**src/rtl/spi_burst_seq.sv**
```systemverilog
// Register-access sequencer in front of the SPI byte engine: one request becomes
// an address byte plus 0..MAX_LEN data bytes. Optional inter-byte gap: SPI_SEQ_GAP_EN.
module spi_burst_seq #(
  parameter int N       = 8,
  parameter int MAX_LEN = 4,
`ifdef SPI_SEQ_GAP_EN
  parameter int GAP     = 4,
`endif
  parameter int TIMEOUT = 255
) (
  input  logic                         Clock,
  input  logic                         Reset,
  input  logic                         req_valid,
  output logic                         req_ready,
  input  logic                         req_wr,
  input  logic [N-2:0]                 req_addr,
  input  logic [$clog2(MAX_LEN+1)-1:0] req_len,
  input  logic [MAX_LEN*N-1:0]         req_wdata,
  input  logic                         spi_ready,
  output logic                         spi_send,
  output logic [N-1:0]                 spi_data,
  input  logic                         spi_arrived,
  input  logic [N-1:0]                 spi_dataO,
  output logic                         rsp_valid,
  output logic [MAX_LEN*N-1:0]         rsp_rdata,
  output logic                         rsp_err,
  output logic                         busy,
  output logic [2:0]                   state_dbg
);
  // Handshakes: a request transfers on a rising edge with req_valid && req_ready;
  // spi_send is a one-cycle pulse, spi_arrived a one-cycle completion pulse,
  // rsp_valid a one-cycle pulse with rsp_rdata/rsp_err valid alongside it.

  localparam int LW = $clog2(MAX_LEN+1);
  localparam int IW = $clog2(MAX_LEN+2);
  localparam int CW = $clog2(TIMEOUT+1);
  localparam int W  = MAX_LEN*N;

  typedef enum logic [2:0] {S_IDLE, S_ISSUE, S_WAIT, S_DONE, S_GAP} state_t;

  state_t          state_q, state_d;
  logic            wr_q;
  logic [N-2:0]    addr_q;
  logic [LW-1:0]   len_q;
  logic [W-1:0]    wdata_q;
  logic [IW-1:0]   idx_q;
  logic [CW-1:0]   cnt_q;
  logic [N-1:0]    tx_byte;
  logic            issue, adv, tmo;
`ifdef SPI_SEQ_GAP_EN
  localparam int GW = $clog2(GAP+1);
  logic [GW-1:0]   gap_q;
`endif

  assign req_ready = (state_q == S_IDLE);
  assign busy      = (state_q != S_IDLE);
  assign rsp_valid = (state_q == S_DONE);
  assign state_dbg = state_q;

  always_ff @(posedge Clock) begin
    if (Reset) state_q <= S_IDLE;
    else       state_q <= state_d;
  end

  always_comb begin
    state_d = state_q;
    issue   = 1'b0;
    adv     = 1'b0;
    tmo     = 1'b0;
    case (state_q)
      S_IDLE:  if (req_valid) state_d = S_ISSUE;
      S_ISSUE: if (spi_ready) begin
        issue   = 1'b1;
        state_d = S_WAIT;
      end
      S_WAIT: begin
        // arrived takes priority over the timeout terminal count
        if (spi_arrived) begin
          adv = 1'b1;
          if (idx_q == IW'(len_q)) state_d = S_DONE;
`ifdef SPI_SEQ_GAP_EN
          else                     state_d = S_GAP;
`else
          else                     state_d = S_ISSUE;
`endif
        end else if (cnt_q == CW'(TIMEOUT-1)) begin
          tmo     = 1'b1;
          state_d = S_DONE;
        end
      end
`ifdef SPI_SEQ_GAP_EN
      S_GAP:   if (gap_q == GW'(GAP-1)) state_d = S_ISSUE;
`endif
      S_DONE:  state_d = S_IDLE;
      default: state_d = S_IDLE;
    endcase
  end

  // Address/command byte first, then write data or dummy bytes for reads.
  always_comb begin
    tx_byte = '0;
    if (idx_q == '0) tx_byte = {wr_q, addr_q};
    else if (wr_q) begin
      for (int k = 0; k < MAX_LEN; k++)
        if (idx_q == IW'(k+1)) tx_byte = wdata_q[(MAX_LEN-1-k)*N +: N];
    end
  end

  always_ff @(posedge Clock) begin
    if (Reset) begin
      wr_q      <= 1'b0;
      addr_q    <= '0;
      len_q     <= '0;
      wdata_q   <= '0;
      idx_q     <= '0;
      cnt_q     <= '0;
      spi_send  <= 1'b0;
      spi_data  <= '0;
      rsp_rdata <= '0;
      rsp_err   <= 1'b0;
    end else begin
      spi_send <= issue;
      if (state_q == S_IDLE && req_valid) begin
        wr_q      <= req_wr;
        addr_q    <= req_addr;
        len_q     <= (req_len > LW'(MAX_LEN)) ? LW'(MAX_LEN) : req_len;
        wdata_q   <= req_wdata;
        idx_q     <= '0;
        rsp_rdata <= '0;
        rsp_err   <= 1'b0;
      end
      if (issue) begin
        spi_data <= tx_byte;
        cnt_q    <= '0;
      end else if (state_q == S_WAIT) begin
        cnt_q <= cnt_q + CW'(1);
      end
      if (adv) begin
        idx_q <= idx_q + IW'(1);
        if (!wr_q) begin
          for (int k = 0; k < MAX_LEN; k++)
            if (idx_q == IW'(k+1)) rsp_rdata[(MAX_LEN-1-k)*N +: N] <= spi_dataO;
        end
      end
      if (tmo) rsp_err <= 1'b1;
    end
  end

`ifdef SPI_SEQ_GAP_EN
  always_ff @(posedge Clock) begin
    if (Reset || adv)        gap_q <= '0;
    else if (state_q == S_GAP) gap_q <= gap_q + GW'(1);
  end
`endif

endmodule

```
**config.mk**
```make
export PLATFORM = sky130hd
export DESIGN_NAME = spi_burst_seq
export DESIGN_NICKNAME = d
export VERILOG_FILES = /design/src/rtl/spi_burst_seq.sv
export SDC_FILE = /design/constraint.sdc
export NUM_CORES = 1
export LEC_CHECK = 0
export CORE_UTILIZATION = 50
export DETAILED_ROUTE_END_ITERATION = 10
export GPL_TIMING_DRIVEN = 0
export PLACE_DENSITY = 0.79
export SLEW_MARGIN = 20
export SYNTH_ARGS = -nofsm -noshare
export SYNTH_HDL_FRONTEND = slang
export SYNTH_SLANG_ARGS = --single-unit
```
**constraint.sdc**
```tcl
create_clock -name Clock -period 3.55 [get_ports Clock]
set_clock_uncertainty 0.15 [all_clocks]
set_input_delay 0.5325 -clock Clock [delete_from_list [all_inputs] [get_ports Clock]]
set_output_delay 0.5325 -clock Clock [all_outputs]
set_load 0.01 [all_outputs]
```
==> insert_results.sql, run 1 <==
INSERT INTO impl_metrics (metric_group, metric, value, unit) VALUES
('status', 'run_status', 'complete, no violations', ''),
('power', 'clock_power_share', '34.0', '%'),
('placement', 'dpl.cell_count', '713', ''),
('finish', 'final_cell_area', '5670', 'um2'),
('die', 'ioPinCount', '104', ''),
('grt', 'grt_remaining_overflow', '0', ''),
('clocking', 'source_to_sink_clock_delay_at_the_later_pin_of_the_worst_skew_pair', '370', 'ps'),
('worst_setup_path', 'r2r_end', 'spi_data[2]$_SDFFE_PP0P_', ''),
('placement', 'place_ws', '879', 'ps'),
('placement', 'dpl_cell_area', '5460', 'um2'),
('timing', 'tns', '0', 'ps'),
('clocking', 'cts-htree-levels', '3', ''),
('clocking', 'ctsHoldBuffers', '0', ''),
('timing', 'timing.final.crit_share', '77.9', '%'),
('route', 'wl_per_cell', '16.9', 'um'),
('worst_setup_path', 'worst_r2r_startpoint', 'idx_q[2]$_SDFFE_PP0P_', ''),
('clocking', 'cts_buffer_depth', '2', ''),
('timing', 'slew-limit-headroom', '64.4', '%'),
('worst_setup_path', 'cp-endpoint', 'spi_data[2]$_SDFFE_PP0P_', ''),
('logic_synthesis', 'synth-warning-count', '0', ''),
('logic_synthesis', 'synth_nets', '570', ''),
('logic_synthesis', 'async_flop_share', '0', '%'),
('route', 'ant_nets', '0', ''),
('die', 'num_rows', '33', ''),
('route', 'drt_iter0_markers', '267', ''),
('timing', 'postLayoutSetupSlackWorst', '783', 'ps'),
('logic_synthesis', 'syn-mean-instance-area', '8.52', 'um2'),
('timing', 'final_hold_viol_count', '0', ''),
('timing', 'timing.fmax', '0.361', 'GHz'),
('route', 'dr_total_vias', '4264', ''),
('power', 'power', '2.27', 'mW'),
('route', 'route.final.wire_length', '12.3', 'mm'),
('finish', 'layout_commonest_cell', 'sky130_fd_sc_hd__clkdlybuf4s50_1', ''),
('power', 'vdd_ir_drop_max', '244', 'uV'),
('timing', 'report.final.slew_viol_count', '0', ''),
('logic_synthesis', 'synth_area', '4320', 'um2'),
('power', 'seq_power_share', '51.7', '%'),
('timing', 'period_minus_slack', '2770', 'ps'),
('logic_synthesis', 'synth_enable_flop_cells', '0', ''),
('finish', 'final_cells', '728', ''),
('timing', 'timing_worst_slew_pin_value', '534', 'ps'),
('finish', 'share_of_cells_above_drive_strength_1', '7.87', '%'),
('worst_setup_path', 'cp-end-kind', 'flop', ''),
('route', 'drtPass1Iterations', '6', ''),
('logic_synthesis', 'synth-seq-area-share', '45.4', '%'),
('die', 'floorplan.initialDensity', '52.0', '%'),
('finish', 'area_added_between_synthesis_and_finish', '31.3', '%'),
('clocking', 'tritoncts_num_sinks', '98', ''),
('grt', 'grt_antenna_before_repair', '0', ''),
('finish', 'nets', '682', ''),
('clocking', 'tritoncts_clock_tree', 'yes', ''),
('clocking', 'post-cts-setup-buffer-count', '0', ''),
('worst_setup_path', 'cp-startpoint', 'idx_q[2]$_SDFFE_PP0P_', ''),
('die', 'die-area', '9010', 'um2'),
('finish', 'antenna-diode-count', '0', ''),
('grt', 'grt_pass1_wl', '20.2', 'mm'),
('placement', 'count_of_input_and_output_buffers', '101', ''),
('placement', 'dpl.hpwl', '9.15', 'mm'),
('worst_setup_path', 'critical_path_peak_fanout', '10', ''),
('route', 'via_per_inst', '5.86', ''),
('die', 'coreArea', '8300', 'um2'),
('power', 'p_int', '1.68', 'mW'),
('logic_synthesis', 'synth_cells', '507', ''),
('grt', 'pin_count_of_the_biggest_net_entering_global_routing', '16', ''),
('finish', 'most-common-layout-cells', '101 x sky130_fd_sc_hd__clkdlybuf4s50_1, 98 x sky130_fd_sc_hd__dfxtp_1, 88 x sky130_fd_sc_hd__nand2_1', ''),
('logic_synthesis', 'synth.distinct_cells', '47', ''),
('worst_setup_path', 'timing.setup.critical_path_class', 'flop to flop', ''),
('clocking', 'clkSlewWorstSetupHoldPaths', '90', 'ps'),
('grt', 'first_global_vias', '4150', ''),
('grt', 'all_layer_global_routing_usage', '29.0', '%'),
('die', 'die_h', '94.9', 'um');
## worst min-delay path by stage
stage	end	cells past startpoint	from	slack [ps]
global placement	wdata_q[24]$_SDFFE_PP0P_	2	wdata_q[24]$_SDFFE_PP0P_	290
floorplan	wdata_q[31]$_SDFFE_PP0P_	2	wdata_q[31]$_SDFFE_PP0P_	280
finish	wdata_q[4]$_SDFFE_PP0P_	2	wdata_q[4]$_SDFFE_PP0P_	310
detailed placement	wdata_q[5]$_SDFFE_PP0P_	2	wdata_q[5]$_SDFFE_PP0P_	300
global route	addr_q[6]$_SDFFE_PP0P_	2	addr_q[6]$_SDFFE_PP0P_	330
CTS	wdata_q[5]$_SDFFE_PP0P_	2	wdata_q[5]$_SDFFE_PP0P_	310
## area by class of cell
| type | count | area (um2) |
|---|---|---|
| Fill cell | 715 | 2630 |
| Multi-Input combinational cell | 350 | 2070 |
| Sequential cell | 98 | 1960 |
| Timing Repair Buffer | 101 | 1010 |
| Buffer | 49 | 248 |
| Tap cell | 105 | 131 |
| Clock buffer | 10 | 128 |
| Clock inverter | 5 | 80.1 |
| Inverter | 10 | 37.5 |
## logic make-up after synthesis
kind of cell    Yosys count  synth area share (%)
simple gates            180                  22.0
compound gates          156                  22.6
flops                    98                  45.4
buf+inv                  59                  6.60
fa+ha+maj                 7                  2.03
xor+xnor                  5                  1.01
other cells               1                0.0868
mux                       1                 0.261
## layer usage
| metal | track usage [%] | vias up | share of wire, % |
|---|---|---|---|
| met5 | 0 | - | 0 |
| met4 | 10.5 | 0 | 2.4 |
| met3 | 5.31 | 32 | 7.5 |
| met2 | 51.0 | 220 | 50 |
| met1 | 35.2 | 1992 | 40 |
| li1 | - | 2020 | - |
## power groups by stage
stage,registers [mW],clock network (mW),logic [mW]
2_1_floorplan,1.19,0,0.178
3_3_place_gp,1.20,0,0.311
3_5_place_dp,1.20,0,0.319
4_1_cts,1.17,0.779,0.321
5_1_grt,1.18,0.830,0.353
6_report,1.18,0.773,0.324
## critical path, cell delays in order, from the launching register on
cell and delay [ps]:
sky130_fd_sc_hd__dfxtp_1 330, sky130_fd_sc_hd__buf_6 140, sky130_fd_sc_hd__clkbuf_1 430, sky130_fd_sc_hd__inv_1 160, sky130_fd_sc_hd__ha_1 270, sky130_fd_sc_hd__buf_2 200
sky130_fd_sc_hd__nor3b_2 430, sky130_fd_sc_hd__a221oi_1 240, sky130_fd_sc_hd__o311ai_1 320
## Yosys cell counts, types with 5 or more instances
cell | n | area, um2
sky130_fd_sc_hd__dfxtp_1 | 98 | 1960
sky130_fd_sc_hd__nand2_1 | 88 | 330
sky130_fd_sc_hd__a21oi_1 | 82 | 410
sky130_fd_sc_hd__nand3_1 | 44 | 220
sky130_fd_sc_hd__o211ai_1 | 32 | 240
sky130_fd_sc_hd__buf_2 | 21 | 105
sky130_fd_sc_hd__clkbuf_1 | 21 | 78.8
sky130_fd_sc_hd__nand3b_1 | 12 | 90.1
sky130_fd_sc_hd__inv_1 | 9 | 33.8
sky130_fd_sc_hd__a21boi_0 | 7 | 52.6
sky130_fd_sc_hd__a21o_1 | 7 | 52.6
sky130_fd_sc_hd__a221oi_1 | 7 | 61.3
sky130_fd_sc_hd__ha_1 | 7 | 87.6
sky130_fd_sc_hd__o311ai_1 | 7 | 61.3
sky130_fd_sc_hd__nor2_1 | 6 | 22.5
sky130_fd_sc_hd__or3_1 | 5 | 31.3
sky130_fd_sc_hd__xnor2_1 | 5 | 43.8
## through the flow
step | hold slack, ps | utilization, %
4_1_cts | 309 | 68.3
5_1_grt | 327 | 68.3
3_3_place_gp | 293 | 65.8
3_5_place_dp | 296 | 65.8
6_report | 310 | 68.3
2_1_floorplan | 282 | -
## state kept, by name, summed over array words and instances (netlist names), 2 cells and up
signal	count
cnt_q	8
addr_q	7
rsp_rdata	32
spi_data	8
len_q	3
state_dbg	2
wdata_q	32
idx_q	3
(Power assumes the default switching activity.)
==> inputs of run 2 (changes only) <==
==> constraint.sdc (replaced) <==
create_clock -name Clock -period 2.88 [get_ports Clock]
set_clock_uncertainty 0.15 [all_clocks]
set_input_delay 0.432 -clock Clock [delete_from_list [all_inputs] [get_ports Clock]]
set_output_delay 0.432 -clock Clock [all_outputs]
set_load 0.01 [all_outputs]
==> run 2 against run 1 <==
Die area did not move. Flip-flop and latch count unchanged. Register-to-register slack lost 430 ps. Fmax up 9.4%. Sequential share of layout area about the same. Sequential power rose by 23%. Utilization is essentially flat. Count of clock-buffer cells in the layout is the same.
==> insert_results.sql, run 2 (synthesized netlist as in run 1, its figures left out) <==
INSERT INTO impl_metrics (metric_group, metric, value, unit) VALUES
('timing', 'period_minus_slack', '2530', 'ps'),
('clocking', 'cts_buffers', '9', ''),
('clocking', 'cts_buffer_depth', '2', ''),
('route', 'dr.max_layer_used', 'met4', ''),
('die', 'ioPinCount', '104', ''),
('route', 'wl_per_cell', '16.8', 'um'),
('grt', 'pin_count_of_the_biggest_net_entering_global_routing', '16', ''),
('worst_hold_path', 'whs_endpoint', 'wdata_q[4]$_SDFFE_PP0P_', ''),
('worst_setup_path', 'critical_path_required', '3000', 'ps'),
('worst_setup_path', 'cpPeakStageDelay', '430', 'ps'),
('clocking', 'ctsHoldBuffers', '0', ''),
('worst_setup_path', 'crit_path_start_kind', 'flop', ''),
('route', 'routedLengthMet1', '4.98', 'mm'),
('route', 'via_per_inst', '5.82', ''),
('die', 'num_rows', '33', ''),
('die', 'floorplan.initialDensity', '52.0', '%'),
('clocking', 'source_to_sink_clock_delay_at_the_later_pin_of_the_worst_skew_pair', '370', 'ps'),
('finish', 'area_added_between_synthesis_and_finish', '31.3', '%'),
('route', 'remaining_drc_errors', '0', ''),
('grt', 'first_global_vias', '4150', ''),
('clocking', 'cts_resized', '0', ''),
('finish', 'biggestRegsByFlops', 'rsp_rdata x32, wdata_q x32', ''),
('clocking', 'ctsRootBufferMaster', 'sky130_fd_sc_hd__clkbuf_8', ''),
('finish', 'antenna-diode-count', '0', ''),
('timing', 'setup_viol', '0', ''),
('worst_setup_path', 'cp-end-kind', 'flop', ''),
('route', 'drt_iter0_markers', '284', ''),
('timing', 'tns', '0', 'ps'),
('status', 'run_status', 'complete, no violations', ''),
('clocking', 'post-cts-setup-buffer-count', '0', ''),
('grt', 'grt_antenna_before_repair', '0', ''),
('finish', 'finish.utilization', '68.3', '%'),
('timing', 'timing.fmax', '0.395', 'GHz'),
('route', 'ant_nets', '0', ''),
('clocking', 'tritoncts_num_sinks', '98', ''),
('worst_setup_path', 'timing.setup.critical_path_class', 'flop to flop', ''),
('worst_setup_path', 'critical_path_arrival', '2650', 'ps'),
('die', 'die-area', '9010', 'um2'),
('route', 'route.final.wire_length', '12.2', 'mm'),
('worst_hold_path', 'worstHoldPathCells', '2', ''),
('worst_setup_path', 'worst_r2r_startpoint', 'idx_q[2]$_SDFFE_PP0P_', ''),
('power', 'vdd_ir_drop_max', '301', 'uV'),
('finish', 'layout.filler_cells', '717', ''),
('placement', 'dpl.hpwl', '9.15', 'mm'),
('die', 'coreArea', '8300', 'um2'),
('worst_setup_path', 'r2r_end', 'spi_data[2]$_SDFFE_PP0P_', ''),
('power', 'power.leakage', '2.01', 'nW'),
('timing', 'slew-limit-headroom', '64.5', '%'),
('worst_setup_path', 'r2r_slack', '350', 'ps'),
('finish', 'share_of_cells_above_drive_strength_1', '8.03', '%'),
('placement', 'globalplace.congestion', '0.862', ''),
('grt', 'all_layer_global_routing_usage', '29.0', '%'),
('grt', 'grt_remaining_overflow', '0', ''),
('clocking', 'cts-htree-levels', '3', ''),
('timing', 'timing_worst_slew_pin_value', '533', 'ps'),
('worst_hold_path', 'hp-start', 'wdata_q[4]$_SDFFE_PP0P_', ''),
('timing', 'grt_setup_unrepaired', 'no', ''),
('die', 'die_h', '94.9', 'um'),
('route', 'met2_length', '6.10', 'mm'),
('route', 'dr_total_vias', '4238', ''),
('clocking', 'tritoncts_clock_tree', 'yes', ''),
('power', 'power_density_over_the_cells', '494', 'nW/um2'),
('timing', 'final_hold_viol_count', '0', ''),
('route', 'drtPass1Iterations', '6', ''),
('timing', 'timing.final.crit_share', '87.8', '%'),
('worst_setup_path', 'critical_path.slowest_cell', 'sky130_fd_sc_hd__nor3b_2', ''),
('worst_hold_path', 'hold_path_class', 'flop to flop', ''),
('die', 'die_x', '94.9', 'um'),
('worst_setup_path', 'sequence_of_cells_on_the_critical_path', 'buf_6 > clkbuf_2 > inv_1 > ha_1 > buf_2 > nor3b_2 > a221oi_1 > o311ai_1', ''),
('clocking', 'clkSlewWorstSetupHoldPaths', '90', 'ps'),
('finish', 'layout_commonest_cell', 'sky130_fd_sc_hd__clkdlybuf4s50_1', ''),
('finish', 'nets', '682', ''),
('timing', 'report.final.slew_viol_count', '0', ''),
('finish', 'most-common-layout-cells', '101 x sky130_fd_sc_hd__clkdlybuf4s50_1, 98 x sky130_fd_sc_hd__dfxtp_1, 88 x sky130_fd_sc_hd__nand2_1', ''),
('grt', 'grt_pass1_wl', '20.2', 'mm'),
('worst_setup_path', 'number_of_cells_on_the_worst_reg_to_reg_path', '8', ''),
('route', 'wl_met3', '890', 'um'),
('worst_setup_path', 'critical_path_peak_fanout', '10', ''),
('placement', 'count_of_input_and_output_buffers', '101', ''),
('flow_run', 'drv.max_cap_violation_count', '0', '');
## run 2: cell counts in the layout (fill, tap and decap cells not counted)
Identical to the previous run, type by type.
## run 2: area by class of cell
class	instances	area, um2	area share (%)
well taps	105	131	2.32
clock inverters	5	80.1	1.41
repair buffers	101	1010	17.8
multi-input cells	350	2070	36.5
clock buffers	10	128	2.25
plain buffers	49	249	4.39
inverters	10	37.5	0.662
flip-flops and latches	98	1960	34.6
## run 2: critical path, delay by kind of cell, from the launching register on
kind                     cells  cell delay, ps
buffers and inverters        4             700
flip-flops                   1             330
AO/OA/AOI/OAI                2             560
AND/OR/NAND/NOR              1             430
adder cells (fa/ha/maj)      1             250
## run 2: worst max path at each step
| stage | startpoint | to | slack [ps] |
|---|---|---|---|
| finish | idx_q[2]$_SDFFE_PP0P_ | spi_data[2]$_SDFFE_PP0P_ | 350 |
| global route | idx_q[2]$_SDFFE_PP0P_ | spi_data[5]$_SDFFE_PP0P_ | 170 |
| CTS | idx_q[2]$_SDFFE_PP0P_ | spi_data[2]$_SDFFE_PP0P_ | 180 |
| detailed placement | idx_q[2]$_SDFFE_PP0P_ | spi_data[6]$_SDFFE_PP0P_ | 210 |
| global placement | idx_q[2]$_SDFFE_PP0P_ | spi_data[5]$_SDFFE_PP0P_ | 310 |
| floorplan | idx_q[2]$_SDFFE_PP0P_ | spi_data[6]$_SDFFE_PP0P_ | 770 |
## run 2: where the power goes
group	total (mW)	switching (mW)	leakage, nW	internal (mW)
sequential	1.45	0.0395	0.796	1.41
combinational	0.399	0.220	1.11	0.180
clock	0.954	0.471	0.0984	0.483
## run 2: metrics by stage
step	total power, mW	setup slack [ps]	hold slack, ps	std cells	area, um2
finish	2.80	351	311	728	5670
CTS	2.80	182	309	728	5670
detailed placement	1.87	209	296	713	5460
global placement	1.86	305	293	713	5460
global route	2.91	169	327	728	5670
floorplan	1.69	771	282	507	4320
## run 2: metal layers
layer / vias up / GRT usage [%]
met1: 1972 / 35.2
met3: 36 / 5.31
li1: 2023 / -
met5: - / 0
met2: 207 / 51.0
met4: 0 / 10.5
